[src/rtl/alu_result_fifo.sv]
// Result FIFO behind the 4-bit functional units: tags each result with its opcode and status flags.
// Optional status ports (count, drop_sticky, drop_clr) are enabled by ALU_RESULT_FIFO_STATUS_EN.
module alu_result_fifo #(
  parameter int unsigned WIDTH = 4,
  parameter int unsigned DEPTH = 4,
  parameter int unsigned OPW   = 3
) (
  input  logic             clk,
  input  logic             rst_n,
  input  logic             in_valid,
  output logic             in_ready,
  input  logic [WIDTH-1:0] in_result,
  input  logic [OPW-1:0]   in_op,
  output logic             out_valid,
  input  logic             out_ready,
  output logic [WIDTH-1:0] out_result,
  output logic [OPW-1:0]   out_op,
  output logic             out_zero,
  output logic             out_neg,
  output logic             out_parity,
`ifdef ALU_RESULT_FIFO_STATUS_EN
  output logic [$clog2(DEPTH):0] count,
  output logic             drop_sticky,
  input  logic             drop_clr,
`endif
  output logic             full,
  output logic             empty
);

  localparam int unsigned AW = (DEPTH > 1) ? $clog2(DEPTH) : 1;
  localparam int unsigned PW = AW + 1;

  typedef struct packed {
    logic [WIDTH-1:0] result;
    logic [OPW-1:0]   op;
    logic             zero;
    logic             neg;
    logic             parity;
  } entry_t;

  entry_t        mem [DEPTH];
  entry_t        wr_entry;
  entry_t        head;
  logic [PW-1:0] wr_ptr;
  logic [PW-1:0] rd_ptr;
  logic          alive;
  logic          push;
  logic          pop;

  // Full when pointers match in the index bits but differ in the wrap bit.
  assign full     = ((wr_ptr ^ rd_ptr) == {1'b1, {AW{1'b0}}});
  assign empty    = (wr_ptr == rd_ptr);
  assign in_ready = alive & ~full;
  assign push     = in_valid & in_ready;
  assign pop      = ~empty & out_ready;

  // Flags are frozen at capture so the consumer sees what the ALU produced.
  always_comb begin
    wr_entry        = '0;
    wr_entry.result = in_result;
    wr_entry.op     = in_op;
    wr_entry.zero   = (in_result == '0);
    wr_entry.neg    = in_result[WIDTH-1];
    wr_entry.parity = ^in_result;
  end

  always_ff @(posedge clk or negedge rst_n) begin
    if (!rst_n) begin
      alive  <= 1'b0;
      wr_ptr <= '0;
      rd_ptr <= '0;
    end else begin
      alive <= 1'b1;
      if (push) wr_ptr <= wr_ptr + PW'(1);
      if (pop)  rd_ptr <= rd_ptr + PW'(1);
    end
  end

  always_ff @(posedge clk) begin
    if (push) mem[wr_ptr[AW-1:0]] <= wr_entry;
  end

  // First-word fall-through head, zeroed while nothing is stored.
  assign head       = mem[rd_ptr[AW-1:0]];
  assign out_valid  = ~empty;
  assign out_result = empty ? '0 : head.result;
  assign out_op     = empty ? '0 : head.op;
  assign out_zero   = ~empty & head.zero;
  assign out_neg    = ~empty & head.neg;
  assign out_parity = ~empty & head.parity;

`ifdef ALU_RESULT_FIFO_STATUS_EN
  assign count = wr_ptr - rd_ptr;

  // A drop in the same cycle as a clear keeps the sticky bit set.
  always_ff @(posedge clk or negedge rst_n) begin
    if (!rst_n) begin
      drop_sticky <= 1'b0;
    end else if (in_valid & ~in_ready) begin
      drop_sticky <= 1'b1;
    end else if (drop_clr) begin
      drop_sticky <= 1'b0;
    end
  end
`endif

endmodule

[config.mk]
export PLATFORM = sky130hd
export DESIGN_NAME = alu_result_fifo
export DESIGN_NICKNAME = d
export VERILOG_FILES = /design/src/rtl/alu_result_fifo.sv
export SDC_FILE = /design/constraint.sdc
export NUM_CORES = 1
export LEC_CHECK = 0
export CAP_MARGIN = 20
export CELL_PAD_IN_SITES_DETAIL_PLACEMENT = 1
export CELL_PAD_IN_SITES_GLOBAL_PLACEMENT = 1
export CORE_MARGIN = 2
export CORE_UTILIZATION = 49
export DETAILED_ROUTE_END_ITERATION = 8
export MAX_ROUTING_LAYER = met4
export PLACE_DENSITY_LB_ADDON = 0.1
export SLEW_MARGIN = 20
export SYNTH_ARGS = -nofsm -noshare
export SYNTH_HDL_FRONTEND = slang
export SYNTH_SLANG_ARGS = --single-unit
[constraint.sdc]
create_clock -name clk -period 3.5 [get_ports clk]
set_input_delay 0.7 -clock clk [delete_from_list [all_inputs] [get_ports clk]]
set_output_delay 0.7 -clock clk [all_outputs]
set_load 0.1 [all_outputs]
After elaboration in Yosys (flattened, before gate mapping):

Memory sizes are Yosys's and may differ from the RTL's.
Cells that the tools add are included.

* register bits: 7
* bits in writable memories: 40
* input bits: 11
* word-level logic and storage cells: 23
* memories kept: 1

* add/sub/neg operators: 2
* equal/unequal tests: 2
* multiplexer cells: 4
* bitwise operators: 9
* reductions and logical operators: 2

Memories
* mem: words 4, bits a word 10, rd ports 1, clocked after Yosys merged registers in 0, wr ports 1, RTL line 41 `entry_t mem [DEPTH];`

Operator list (number)
* adder 3 x 1 -> 3 bit (second input constant): 2
* bitwise AND 1 bit: 6
* zero test 4 bit: 1
* 2-to-1 mux 4 bit: 1
* XOR reduction 4 bit: 1
* == test 3 bit: 1
* == test 3 bit (second input constant): 1
* 2-to-1 mux 3 bit: 1
* bitwise XOR 3 bit: 1
* 2-to-1 mux 1 bit: 2
* inverter 1 bit: 2

Logic depth before layout (Yosys ltp):

Gate-level depths: netlist of run 1.

* depth after elaboration: 7
* mapped depth: 5

Worst setup path before layout of run 1:

No wires, ideal clock.

* path kind: reg-to-output
* start point: reg wr_ptr[2]
* end point: out out_result[3]
* arrival time: 3.086 ns
* data required time: 2.800 ns
* slack: -0.286 ns
* cell stages (with the launch flop): 6
* buffers on the path: 2
* cell sequence: dfrtp_1 -> xor2_2 -> nor3_1 -> buf_2 -> nor2b_1 -> buf_4

* cells in the longest elaborated chain, start to end: 2

RTL lines
* start: declaration: RTL line 44 `logic [PW-1:0] wr_ptr;`
* start signal: assignment: RTL line 74 `if (push) wr_ptr <= wr_ptr + PW'(1);`
* == test 3 bit: RTL line 52 `assign empty = (wr_ptr == rd_ptr);`
* named net empty: RTL line 27 `output logic empty`
* 2-to-1 mux 4 bit: RTL line 86 `assign out_result = empty ? '0 : head.result;`
* end: declaration: RTL line 16 `output logic [WIDTH-1:0] out_result,`

The timed path passes the listed nets, and every way through them passes these cells.

Worst setup path in the final report of run 1:

* start point: reg rd_ptr[0]
* end point: out out_result[2]

* cells in the longest elaborated chain, start to end: 2
* elaborated cells on any way between the ends: 3

RTL lines
* start: declaration: RTL line 45 `logic [PW-1:0] rd_ptr;`
* start signal: assignment: RTL line 75 `if (pop) rd_ptr <= rd_ptr + PW'(1);`
* memory read (4 x 10 bit) / == test 3 bit (equally long branches)
* 2-to-1 mux 4 bit (*): RTL line 86

Every way passes the cells marked *; elsewhere a longest branch is shown, timed or not.

==> impl_metrics.ini, run 1 <==
[outcome]
outcome = finished, final reports clean

[cells_and_area]
nets = 153
antenna_cells = 0
area_growth_pct = 27.3
layout-drive-gt1-share_pct = 27.2
mostFrequentLayoutCell = edfxtp_1
final_cell_mix = 36 x edfxtp_1, 12 x buf_12, 10 x clkdlybuf4s50_1

[synth]
synth-seq-area-share_pct = 66.6
yosys_register_bits = 43
yosysWarningCount = 0
async_flop_share_pct = 16.3
synth_area_um2 = 1890
syn-instance-count = 106
syn_area_per_cell_um2 = 17.8
synth_edf_count = 36
synth_ff_type = edfxtp_1
synth_cell_types = 23
synth_nets = 124

[clocking]
root_buffer = clkbuf_8
ctsLongestPathBuffers = 2
clk_latency_ps = 300
numClockSinks = 43
post_cts_buffers = 0
numCtsBuffers = 5
cts_hold_buf = 0
htree_levels = 2
cts-resized-gates = 0
clk_pin_slew_worst_paths_ps = 80
cts_tree = done

[drt]
vias_per_cell = 5.30
drt-initial-drc-count = 35
antenna_left = 0
drc = 0
vias = 976
routed_wl_mm = 3.81
wl_per_cell_um = 20.7
firstDrtPassIters = 3

[sta]
setup_viol = 0
max_freq_mhz = 347
rsz0062_at_grt = false
hold_violations = 0
worst_slew_pin_slew_ps = 581
slew_viol_final = 0
min_period_ps = 2880
fin_crit_sh_pct = 82.3
slew_headroom_pct = 61.3
final.setup_skew_ps = 1.13
setup_tns_ps = 0

[critical_path]
crit_arrival_ps = 2180
worst-path-max-fanout = 11
start_kind = flip-flop
worstSetupPathType = flip-flop to primary output
cp-end-kind = primary output
cp_data_required_time_ps = 2800

[floorplanning]
die_area_um2 = 4360
die_w_um = 66.0
start_util_pct = 51.1
row_count = 22
core_um2 = 3690
die_y_um = 66.0
ios = 25

[global_route]
grt_pass1_wl_mm = 6.31
grt_use_total_pct = 21.7
grt_pass1_vias = 1135
antenna_found_initial = 0
grt_overflow_total = 0
grt_max_degree = 14

[flow_run]
maxCapViolCount = 0

[place]
dpl.hpwl_mm = 2.63
io_buffers = 24
place_congestion = 0.680

[min_path]
hp-class = flip-flop to flip-flop
==> worst max-delay path, stage by stage, from the launching register on <==
cell     delay, ps
dfrtp_1        720
xor2_1         340
nor3_1         110
buf_4          210
nor2b_1        270
buf_12         220
==> final cells by class <==
class,instances,area (um^2)
clock buffer,7,76.3
multi-input combinational,50,573
timing repair buffer,26,370
tap,48,60.1
fill,336,1290
clock inverter,1,30.0
inverter,9,33.8
sequential,43,1260
==> stage by stage <==
step | util (%) | setup slack, ps | hold slack, ps | cell area (um^2) | instances
2_1_floorplan | - | 133 | 404 | 1890 | 106
3_3_place_gp | 62.2 | 988 | 512 | 2290 | 176
3_5_place_dp | 62.2 | 945 | 558 | 2290 | 176
4_1_cts | 65.1 | 548 | 563 | 2400 | 184
5_1_grt | 65.1 | 471 | 590 | 2400 | 184
6_report | 65.1 | 619 | 558 | 2400 | 184
==> cells by family (layout without fill, tap and decap cells) <==
family	count (synthesis)	count (layout)	synth area share, %
DFF	43	43	66.6
and+or+nand+nor	17	17	5.44
buffers and inverters	13	43	3.12
muxes	11	11	12.1
xor gates and xnor gates	10	10	5.04
adders and majority gates	7	7	4.64
AOI/OAI and AO/OA	4	4	2.79
other	1	1	0.199
==> cells in the mapped netlist, types with 2 or more instances <==
library cell	count	area share, %
and2_1	4	1.3
buf_2	2	0.53
buf_4	2	0.80
dfrtp_1	7	9.3
edfxtp_1	36	57
ha_1	7	4.6
inv_1	8	1.6
mux4_2	9	11
nor2b_1	10	3.3
xnor2_1	6	2.8
xor2_1	3	1.4
==> sequential cells by signal (all words and copies together) (netlist names) <==
signal,flops
alive,1
wr_ptr,3
mem,36
rd_ptr,3
==> final timing paths <==
check / startpoint / to / slack (ps) / depth (start not counted)
min in group asynchronous: rst_n / alive / 670 / 1
worst max register to register: rd_ptr[0] / mem[2][2] / 1400 / 3
worst min-delay path: rd_ptr[2] / rd_ptr[2] / 560 / 1
max in group asynchronous: rst_n / wr_ptr[2] / 2580 / 1
worst min register to register: rd_ptr[2] / rd_ptr[2] / 560 / 1
worst max-delay path: rd_ptr[0] / out_result[2] / 620 / 5
==> layer usage <==
| layer | GRT usage (%) | share of wire (%) |
|---|---|---|
| met1 | 25.1 | 39 |
| met5 | - | 0 |
| met4 | 6.12 | 1.3 |
| met3 | 5.28 | 3.8 |
| met2 | 38.0 | 55 |
Power of run 1 is not shown: default switching activity piles up to over one toggle a cycle in this logic, so the estimate is an artifact.
==> inputs of run 2 (changes only) <==
--- a/config.mk
+++ b/config.mk
@@ -9,7 +9,7 @@
 export CELL_PAD_IN_SITES_DETAIL_PLACEMENT = 1
 export CELL_PAD_IN_SITES_GLOBAL_PLACEMENT = 1
 export CORE_MARGIN = 2
-export CORE_UTILIZATION = 49
+export CORE_UTILIZATION = 41
 export DETAILED_ROUTE_END_ITERATION = 8
 export MAX_ROUTING_LAYER = met4
 export PLACE_DENSITY_LB_ADDON = 0.1
==> constraint.sdc (replaced) <==
create_clock -name clk -period 2.3 [get_ports clk]
set_input_delay 0.46 -clock clk [delete_from_list [all_inputs] [get_ports clk]]
set_output_delay 0.46 -clock clk [all_outputs]
set_load 0.1 [all_outputs]
==> impl_metrics.ini, run 2 (synthesis gave the netlist of run 1 again) <==
[outcome]
outcome = finished, final reports clean

[drt]
antenna_left = 0
drt-initial-drc-count = 34
drc = 0
routed_wl_mm = 3.42
firstDrtPassIters = 4
wl_per_cell_um = 17.6
vias_per_cell = 5.08
vias = 985

[critical_path]
cp-end-kind = primary output
timing.rr.end = mem[3][6]
crit_slowest_cell = mux4_2
crit_arrival_ps = 1780
reg2reg_slack_ps = 540
path_cells = buf_4 -> mux4_2 -> nor2b_2 -> buf_12
rr_worst_depth = 4
critPathTopFamily = multiplexers
path_depth = 4
worst-path-max-fanout = 5
cp_data_required_time_ps = 1840
path_buf_inv = 2
worstSetupPathType = flip-flop to primary output
critPathMaxStageDelay_ps = 490
worstSetupStartpoint = rd_ptr[0]
r2r_start = rd_ptr[0]
endpoint = out_result[1]
start_kind = flip-flop

[cells_and_area]
layout-drive-gt1-share_pct = 43.0
finalCoreUtilization_pct = 58.0
antenna_cells = 0
nets = 159
stdcell_area_um2 = 2540
largest_reg_flops = 36
mostFrequentLayoutCell = edfxtp_1
area_growth_pct = 34.8
final_cell_mix = 36 x edfxtp_1, 15 x buf_12, 10 x clkdlybuf4s50_1

[clocking]
clk_latency_ps = 300
cts_tree = done
numClockSinks = 43
clk_pin_slew_worst_paths_ps = 90
root_buffer = clkbuf_8
htree_levels = 2
numCtsBuffers = 5
ctsLongestPathBuffers = 2

[floorplanning]
start_util_pct = 43.0
core_um2 = 4380
die_area_um2 = 5160
die_w_um = 71.8
ios = 25
die_y_um = 71.8
row_count = 24

[place]
placed_cell_area_um2 = 2410
place_congestion = 0.803
dpl.hpwl_mm = 2.42
io_buffers = 24

[min_path]
hp-class = primary input to asynchronous set/reset pin

[global_route]
grt_max_degree = 16
grt_overflow_total = 0
grt_use_total_pct = 15.2
grt_pass1_wl_mm = 5.53
antenna_found_initial = 0
grt_pass1_vias = 1049

[sta]
max_freq_mhz = 446
final.setup_skew_ps = 5.17
setup_viol = 0
holdWs_ps = 428
hold_violations = 0
min_period_ps = 2240
fin_crit_sh_pct = 97.5
rsz0062_at_grt = true
slew_viol_final = 0

[flow_run]
maxCapViolCount = 0
run 2: cell count changes in the layout (fill, tap and decap cells not counted), moves of 2 or more:
cell | previous run | this run
nor2b_4 | 0 | 2
xor2_2 | 1 | 3
dfrtp_1 | 7 | 5
buf_4 | 4 | 6
nor2b_1 | 9 | 0
buf_12 | 12 | 15
nor2b_2 | 1 | 8
dfrtp_2 | 0 | 2
clkinvlp_4 | 0 | 2
clkbuf_1 | 2 | 0
xor2_1 | 3 | 1
run 2: worst reg2reg max path, delay by kind of cell (launching register included):
| family | cells | cell delay [ps] |
|---|---|---|
| buffers and inverters | 2 | 480 |
| DFF | 1 | 470 |
| AOI/OAI and AO/OA | 1 | 310 |
| xor gates and xnor gates | 1 | 170 |
run 2: worst min path at each step:
stage,to
after floorplan,alive
after global placement,wr_ptr[2]
after detailed placement,rd_ptr[2]
after CTS,alive
after global routing,rd_ptr[2]
final,rd_ptr[2]
run 2: area by class of cell:
class	count	area, um^2
Tap cell	52	65.1
Fill cell	394	1840
Multi-Input combinational cell	50	634
Clock inverter	3	23.8
Sequential cell	43	1260
Timing Repair Buffer	32	457
Inverter	9	33.8
Clock buffer	5	68.8
run 2: timing repair:
item,4_1_cts,5_1_grt
endpoints found under the setup margin,10,12
setup buffers,0,1
resized for setup,2,4
endpoints found under the hold margin,0,0
hold buffers,0,0
run 2: metrics by stage:
stage          TNS (ps)  setup slack [ps]  std cells
5_1_grt           -27.6             -10.2        194
2_1_floorplan     -2170              -352        106
4_1_cts               0              19.6        193
3_3_place_gp          0               283        185
3_5_place_dp          0               298        185
6_report              0              56.4        194
run 2: routing by layer:
layer  GRT usage (%)  wire length, um  vias up
li1                -                -      455
met1            20.1             1550      496
met3            3.94              166        8
met2            22.7             1640       26
met5               -                0        -
met4            5.87               67        0
Power of run 2 is left out for the same reason.
